File: src/rtl/fifo_word_packer_if.sv
// Bundle of FIFO-drain and wide-beat stream signals for fifo_word_packer.
// slave = packer side, master = FIFO/downstream side.
interface fifo_word_packer_if #(
   parameter int WIDTH  = 8,
   parameter int RATIO  = 4,
   parameter int CNTWID = $clog2(RATIO) + 1
);
   // Handshake: a beat transfers on the posedge where out_valid & out_ready;
   // out_valid never drops and out_data/out_count never change until then.
   logic                     fifo_empty;
   logic [WIDTH-1:0]         fifo_data;
   logic                     fifo_pop;
   logic                     flush;
   logic                     out_valid;
   logic                     out_ready;
   logic [WIDTH*RATIO-1:0]   out_data;
   logic [CNTWID-1:0]        out_count;
   logic                     busy;
   logic                     dbg_state;

   modport slave (
      input  fifo_empty, fifo_data, flush, out_ready,
      output fifo_pop, out_valid, out_data, out_count, busy, dbg_state
   );

   modport master (
      output fifo_empty, fifo_data, flush, out_ready,
      input  fifo_pop, out_valid, out_data, out_count, busy, dbg_state
   );
endinterface

File: src/rtl/fifo_word_packer.sv
// Drains a show-ahead FIFO and packs RATIO narrow entries (little-endian lanes)
// into one wide beat; flush closes a partial beat early.
module fifo_word_packer #(
   parameter int WIDTH  = 8,
   parameter int RATIO  = 4,
   parameter int CNTWID = $clog2(RATIO) + 1
) (
   input  logic                 clk,
   input  logic                 rst,
   fifo_word_packer_if.slave    io_bus
);
   localparam int                BW      = WIDTH * RATIO;
   localparam logic [CNTWID-1:0] C_RATIO = CNTWID'(RATIO);

   typedef enum logic {S_FILL = 1'b0, S_HOLD = 1'b1} state_t;

   state_t            r_state, w_state_nxt;
   logic [CNTWID-1:0] r_cnt, w_cnt_nxt;
   logic [BW-1:0]     r_acc, w_acc_nxt;
   logic              w_pop;
   logic              w_hold;

   assign w_hold = (r_state == S_HOLD);
   // The FIFO has no underflow guard, so pop is gated on empty and on reset.
   assign w_pop  = !rst && !w_hold && !io_bus.fifo_empty && (r_cnt < C_RATIO);

   always_ff @(posedge clk or posedge rst) begin
      if (rst) begin
         r_state <= S_FILL;
         r_cnt   <= '0;
         r_acc   <= '0;
      end else begin
         r_state <= w_state_nxt;
         r_cnt   <= w_cnt_nxt;
         r_acc   <= w_acc_nxt;
      end
   end

   always_comb begin
      w_state_nxt = r_state;
      w_cnt_nxt   = r_cnt;
      w_acc_nxt   = r_acc;
      case (r_state)
         S_FILL: begin
            if (w_pop) begin
               for (int k = 0; k < RATIO; k++) begin
                  if (r_cnt == CNTWID'(k)) w_acc_nxt[k*WIDTH +: WIDTH] = io_bus.fifo_data;
               end
               w_cnt_nxt = r_cnt + CNTWID'(1);
            end
            // A word popped in the flush cycle still belongs to the flushed beat.
            if ((w_pop && (w_cnt_nxt == C_RATIO)) ||
                (io_bus.flush && ((r_cnt != '0) || w_pop))) begin
               w_state_nxt = S_HOLD;
            end
         end
         S_HOLD: begin
            if (io_bus.out_ready) begin
               w_acc_nxt   = '0;
               w_cnt_nxt   = '0;
               w_state_nxt = S_FILL;
            end
         end
         default: w_state_nxt = S_FILL;
      endcase
   end

   assign io_bus.fifo_pop  = w_pop;
   assign io_bus.out_valid = w_hold;
   assign io_bus.out_data  = w_hold ? r_acc : '0;
   assign io_bus.out_count = w_hold ? r_cnt : '0;
   assign io_bus.busy      = (r_cnt != '0) || w_hold;
   assign io_bus.dbg_state = r_state;
endmodule
File: src/flat_wrapper.sv
// flat-port wrapper written by rule: the top's interface ports become plain ports
module fifo_word_packer_flat 
#(
   parameter int WIDTH  = 8,
   parameter int RATIO  = 4,
   parameter int CNTWID = $clog2(RATIO) + 1
)
  (clk, rst, io_bus_fifo_empty, io_bus_fifo_data, io_bus_flush, io_bus_out_ready, io_bus_fifo_pop, io_bus_out_valid, io_bus_out_data, io_bus_out_count, io_bus_busy, io_bus_dbg_state);
  fifo_word_packer_if #(.WIDTH(WIDTH), .RATIO(RATIO), .CNTWID(CNTWID)) io_bus_i ();
  input  logic clk;
  input  logic rst;
  input wire logic [$bits(io_bus_i.fifo_empty)-1:0] io_bus_fifo_empty;
  input wire logic [$bits(io_bus_i.fifo_data)-1:0] io_bus_fifo_data;
  input wire logic [$bits(io_bus_i.flush)-1:0] io_bus_flush;
  input wire logic [$bits(io_bus_i.out_ready)-1:0] io_bus_out_ready;
  output wire logic [$bits(io_bus_i.fifo_pop)-1:0] io_bus_fifo_pop;
  output wire logic [$bits(io_bus_i.out_valid)-1:0] io_bus_out_valid;
  output wire logic [$bits(io_bus_i.out_data)-1:0] io_bus_out_data;
  output wire logic [$bits(io_bus_i.out_count)-1:0] io_bus_out_count;
  output wire logic [$bits(io_bus_i.busy)-1:0] io_bus_busy;
  output wire logic [$bits(io_bus_i.dbg_state)-1:0] io_bus_dbg_state;
  assign io_bus_i.fifo_empty = io_bus_fifo_empty;
  assign io_bus_i.fifo_data = io_bus_fifo_data;
  assign io_bus_i.flush = io_bus_flush;
  assign io_bus_i.out_ready = io_bus_out_ready;
  assign io_bus_fifo_pop = io_bus_i.fifo_pop;
  assign io_bus_out_valid = io_bus_i.out_valid;
  assign io_bus_out_data = io_bus_i.out_data;
  assign io_bus_out_count = io_bus_i.out_count;
  assign io_bus_busy = io_bus_i.busy;
  assign io_bus_dbg_state = io_bus_i.dbg_state;
  fifo_word_packer #(.WIDTH(WIDTH), .RATIO(RATIO), .CNTWID(CNTWID)) u_core (.clk(clk), .rst(rst), .io_bus(io_bus_i));
endmodule
File: config.mk
export PLATFORM = sky130hd
export DESIGN_NAME = fifo_word_packer_flat
export DESIGN_NICKNAME = d
export VERILOG_FILES = /design/src/rtl/fifo_word_packer_if.sv /design/src/rtl/fifo_word_packer.sv /design/src/flat_wrapper.sv
export SDC_FILE = /design/constraint.sdc
export NUM_CORES = 1
export LEC_CHECK = 0
export ABC_CLOCK_PERIOD_IN_PS = 4500
export CORE_MARGIN = 3
export CORE_UTILIZATION = 53
export CTS_BUF_LIST = sky130_fd_sc_hd__clkbuf_8
export CTS_CLUSTER_SIZE = 8
export DETAILED_ROUTE_END_ITERATION = 16
export MAX_ROUTING_LAYER = met4
export PLACE_DENSITY = 0.87
export SETUP_SLACK_MARGIN = 0.3
export SLEW_MARGIN = 20
export SYNTH_ARGS = -nofsm -noshare
export SYNTH_HDL_FRONTEND = slang
export SYNTH_SLANG_ARGS = --single-unit
File: constraint.sdc
create_clock -name clk -period 4.5 [get_ports clk]
set_clock_uncertainty 0.1 [all_clocks]
set_input_delay 0.675 -clock clk [delete_from_list [all_inputs] [get_ports clk]]
set_output_delay 0.675 -clock clk [all_outputs]
set_load 0.005 [all_outputs]
Word-level counts from Yosys, hierarchy flattened
Cells that the tools add are included.
- input bits: 13
- output and inout port bits: 39
- word-level logic and storage cells: 52
- register bits after elaboration: 36
- muxes and demuxes: 16
- bitwise gates (word level): 1
- reduce and logical (&&, ||, !) cells: 17
- $lt $le $gt $ge: 1
- equal/unequal tests: 10
- $add $sub $neg: 1
- operators with widths (cell ; number):
    2-to-1 mux 32 bit ; 3
    case mux 32 bit (2 select lines) ; 1
    2-to-1 mux 8 bit ; 4
    2-to-1 mux 3 bit ; 4
    AND reduction 3 bit ; 4
    != test 2 x 1 -> 1 bit, second input constant ; 5
    equality test 3 x 2 -> 1 bit, second input constant ; 2
    case mux 3 bit (2 select lines) ; 1
    logical AND 1 bit ; 5
    adder 3 x 1 -> 3 bit, second input constant ; 1
    equality test 3 x 1 -> 1 bit, second input constant ; 1
    equality test 3 bit, second input constant ; 1
    zero test 1 bit ; 3
    zero test 3 bit ; 1
    logical OR 1 bit ; 3
    less-than comparator 3 bit, second input constant ; 1
    nonzero test 3 bit ; 1
    2-to-1 mux 1 bit ; 2
    != test 2 bit, second input constant ; 1
    case mux 1 bit (2 select lines) ; 1
    NOT 1 bit ; 1

Depth between registers and ports, before layout
- depth in word-level cells: 11
- mapped depth: 6
- gate-level depth less buffers: 5

Worst setup path after synthesis
No wires, ideal clock.
- kind: input -> output
- from: input rst
- to: output io_bus_fifo_pop
- setup slack: 2.528 ns
- data required time: 3.725 ns
- stages on the path: 2
- arrival: 1.197 ns
- path buffers: 1
- path through: nor4_4 > buf_2
- word-level cells in the longest chain between the ends: 4
- RTL lines (element ; RTL line ; text):
    start, declared ; flat_wrapper.sv:11 ; input logic rst;
    zero test 1 bit ; fifo_word_packer.sv:25 ; assign w_pop = !rst && !w_hold && !io_bus.fifo_empty && (r_cnt < C_RATIO);
    logical AND 1 bit (3 in series) ; fifo_word_packer.sv:25 ;
    end, declared ; flat_wrapper.sv:16 ; output wire logic [$bits(io_bus_i.fifo_pop)-1:0] io_bus_fifo_pop;
Every way passes these cells.

Final worst setup path
Same ends and word-level chain as after synthesis.

==> results.json <==
{
  "clk_latency_ns": 0.29,
  "r2r_cells": 4,
  "htree_num_levels": 2,
  "hpwlAfterDp_mm": 3.00,
  "rsz0062_at_grt": "false",
  "hold_violations": 0,
  "synth_common_cells": "nand2_1, and2_1, dfrtp_1",
  "clk_path_buf_depth": 2,
  "grt_pass1_wl_mm": 7.65,
  "yosysMostFrequentCell": "nand2_1",
  "worstReg2RegEnd": "u_core.r_acc[29]$_DFFE_PP0P_",
  "synth_top_cell_area_share_pct": 47.9,
  "numCtsBuffers": 5,
  "nFillCells": 243,
  "crit_type": "input port to output port",
  "worst_slew_pin_slew_ns": 0.599,
  "via_per_inst": 5.36,
  "coreArea_um2": 3390,
  "postPlaceCellArea_um2": 2360,
  "ctsResizeCount": 0,
  "start_kind": "input port",
  "whs_path_depth": 2,
  "hp-start": "u_core.r_acc[5]$_DFFE_PP0P_",
  "avgSynthCellArea_um2": 8.63,
  "grt_use_total_pct": 24.4,
  "switching_share_pct": 35.0,
  "yosys.area.top_type": "dfrtp_1",
  "slew_headroom_pct": 60.0,
  "grt_pass1_vias": 1590,
  "synth_top_flop_cell": "dfrtp_1",
  "die_h_um": 65.6,
  "antenna_left": 0,
  "crit_arrival_ns": 2.03,
  "grt-ovfl-total": 0,
  "status": "complete, no violations",
  "async_flop_share_pct": 100,
  "drc_errors": 0,
  "worstHoldPathType": "flip-flop to flip-flop",
  "antenna_found_initial": 0,
  "die_w_um": 65.6,
  "drv_slew": 0,
  "total_power_w": 0.00120,
  "period_minus_slack_ns": 2.80,
  "place_ws_ns": 1.70,
  "nets": 277,
  "crit_fanout": 3,
  "synth_nets": 236,
  "root_buffer": "clkbuf_8",
  "synth_edf_count": 0,
  "utilization_pct": 72.9,
  "r2r_start": "u_core.io_bus.dbg_state$_DFF_PP0_",
  "netlist_area_um2": 1880,
  "setup_tns_ns": 0,
  "end_kind": "output port",
  "critical-path-max-stage-delay_ns": 0.57,
  "num_rows": 21,
  "diodes": 0,
  "peakVddDrop_mv": 0.295,
  "cts_setup_buffers": 0,
  "fin_ws_ns": 1.70,
  "dieArea_um2": 4300,
  "yosysUniqueCellTypes": 20,
  "max_cap_violations": 0,
  "clock_sinks": 36,
  "power_density_nw_per_um2": 484,
  "path_common_cell": "clkdlybuf4s50_1",
  "ios": 52,
  "finalCritPeriodShare_pct": 62.3,
  "p_sw_w": 0.000418,
  "place.gp.congestion": 0.789,
  "clk_pin_slew_ns": 0.07,
  "cts_tree": "built",
  "ys_seq_elements": 36,
  "synthTopCellsByArea": "dfrtp_1, and2_1, nand3_1",
  "fmax_mhz": 357,
  "synthCells": 218,
  "setup_viol": 0,
  "vias": 1641,
  "drt-initial-drc-count": 151,
  "p_comb_share_pct": 34.7,
  "cp_slowest_cell": "clkdlybuf4s50_1",
  "wl_per_cell_um": 14.6,
  "final_area_um2": 2470,
  "intPower_w": 0.000778,
  "seqPwrFrac_pct": 41.9,
  "synth.yosys.seq_area_share_pct": 47.9,
  "worstPathRequired_ns": 3.72,
  "path_cells": "clkdlybuf4s50_1 > nor4_4 > clkdlybuf4s50_1",
  "p_leak_nw": 1.05,
  "hold_buffers": 0,
  "final_layout_size_suffix_gt1_share_pct": 5.00,
  "finalWirelength_mm": 4.48,
  "reg2reg_slack_ns": 2.28,
  "grt_max_degree": 44,
  "initial_core_util_pct": 55.5,
  "yosysWarnings": 0,
  "drtPass1Iterations": 4,
  "clockPowerShare_pct": 23.5,
  "holdPathEnd": "u_core.r_acc[5]$_DFFE_PP0P_",
  "area_growth_syn_to_layout_pct": 31.3,
  "port-buffer-count": 51
}
sequential cells by signal, summed over array words and instances (netlist names):
register,cells
u_core.r_cnt,3
u_core.r_acc,32
u_core.io_bus.dbg_state,1
placed cells by master, fill, tap and decap left out, types with 2 or more instances in the layout:
cell             count
clkbuf_8             5
clkdlybuf4s50_1     51
nand3_1             31
nor2_1               3
nand2b_1             2
o21ai_0              6
and2_0               3
dfrtp_1             35
ha_1                 5
o21ai_1             29
nand2_1             38
and2_1              36
buf_4                3
inv_1                4
area by class of cell:
cell class | count | area, um^2 | area share [%]
clock buffer | 5 | 68.8 | 2.78
tap | 46 | 57.6 | 2.33
sequential | 36 | 902 | 36.5
clock inverter | 3 | 38.8 | 1.57
multi-input combinational | 158 | 856 | 34.6
timing repair buffer | 54 | 533 | 21.6
inverter | 4 | 15.0 | 0.608
stage by stage:
| stage | hold WS [ns] | std cells |
|---|---|---|
| final | 0.413 | 306 |
| after global routing | 0.445 | 306 |
| after CTS | 0.414 | 306 |
| after detailed placement | 0.403 | 298 |
| after global placement | 0.398 | 298 |
| after floorplan | 0.388 | 218 |
cells by family (layout without fill, tap and decap cells):
| group | Yosys count | after routing | share of synthesized area [%] |
|---|---|---|---|
| buffers and inverters | 24 | 66 | 6.65 |
| and+or+nand+nor | 116 | 116 | 32.0 |
| adders and majority gates | 5 | 5 | 3.32 |
| AOI/OAI and AO/OA | 37 | 37 | 10.2 |
| DFF | 36 | 36 | 47.9 |
power groups by stage:
stage	logic [W]	clock network [W]	registers [W]
after CTS	0.000416	0.000284	0.000502
after floorplan	0.000282	0	0.000459
after global routing	0.000467	0.000300	0.000522
after detailed placement	0.000416	0	0.000507
after global placement	0.000403	0	0.000504
final	0.000414	0.000280	0.000501
how the worst max path moves through the flow:
stage	from	end	slack [ns]	depth (start not counted)
6_report	rst	io_bus_fifo_pop	1.70	3
5_1_grt	rst	io_bus_fifo_pop	1.65	3
4_1_cts	u_core.io_bus.dbg_state$_DFF_PP0_	io_bus_fifo_pop	1.58	2
3_5_place_dp	rst	io_bus_fifo_pop	1.70	3
3_3_place_gp	rst	io_bus_fifo_pop	1.70	3
2_1_floorplan	rst	io_bus_fifo_pop	2.53	2
routing by layer:
layer,vias up,GRT usage [%],share of wire (%)
met5,-,-,0
met4,0,10.6,2.7
met3,14,7.01,5.7
met2,56,35.1,46
met1,778,32.2,46
li1,793,-,-
critical path, delay by kind of cell:
family                 cells  cell delay, ns
buffers and inverters      2            1.06
AND/OR/NAND/NOR            1            0.29
Power figures use the tool's default switching activity.
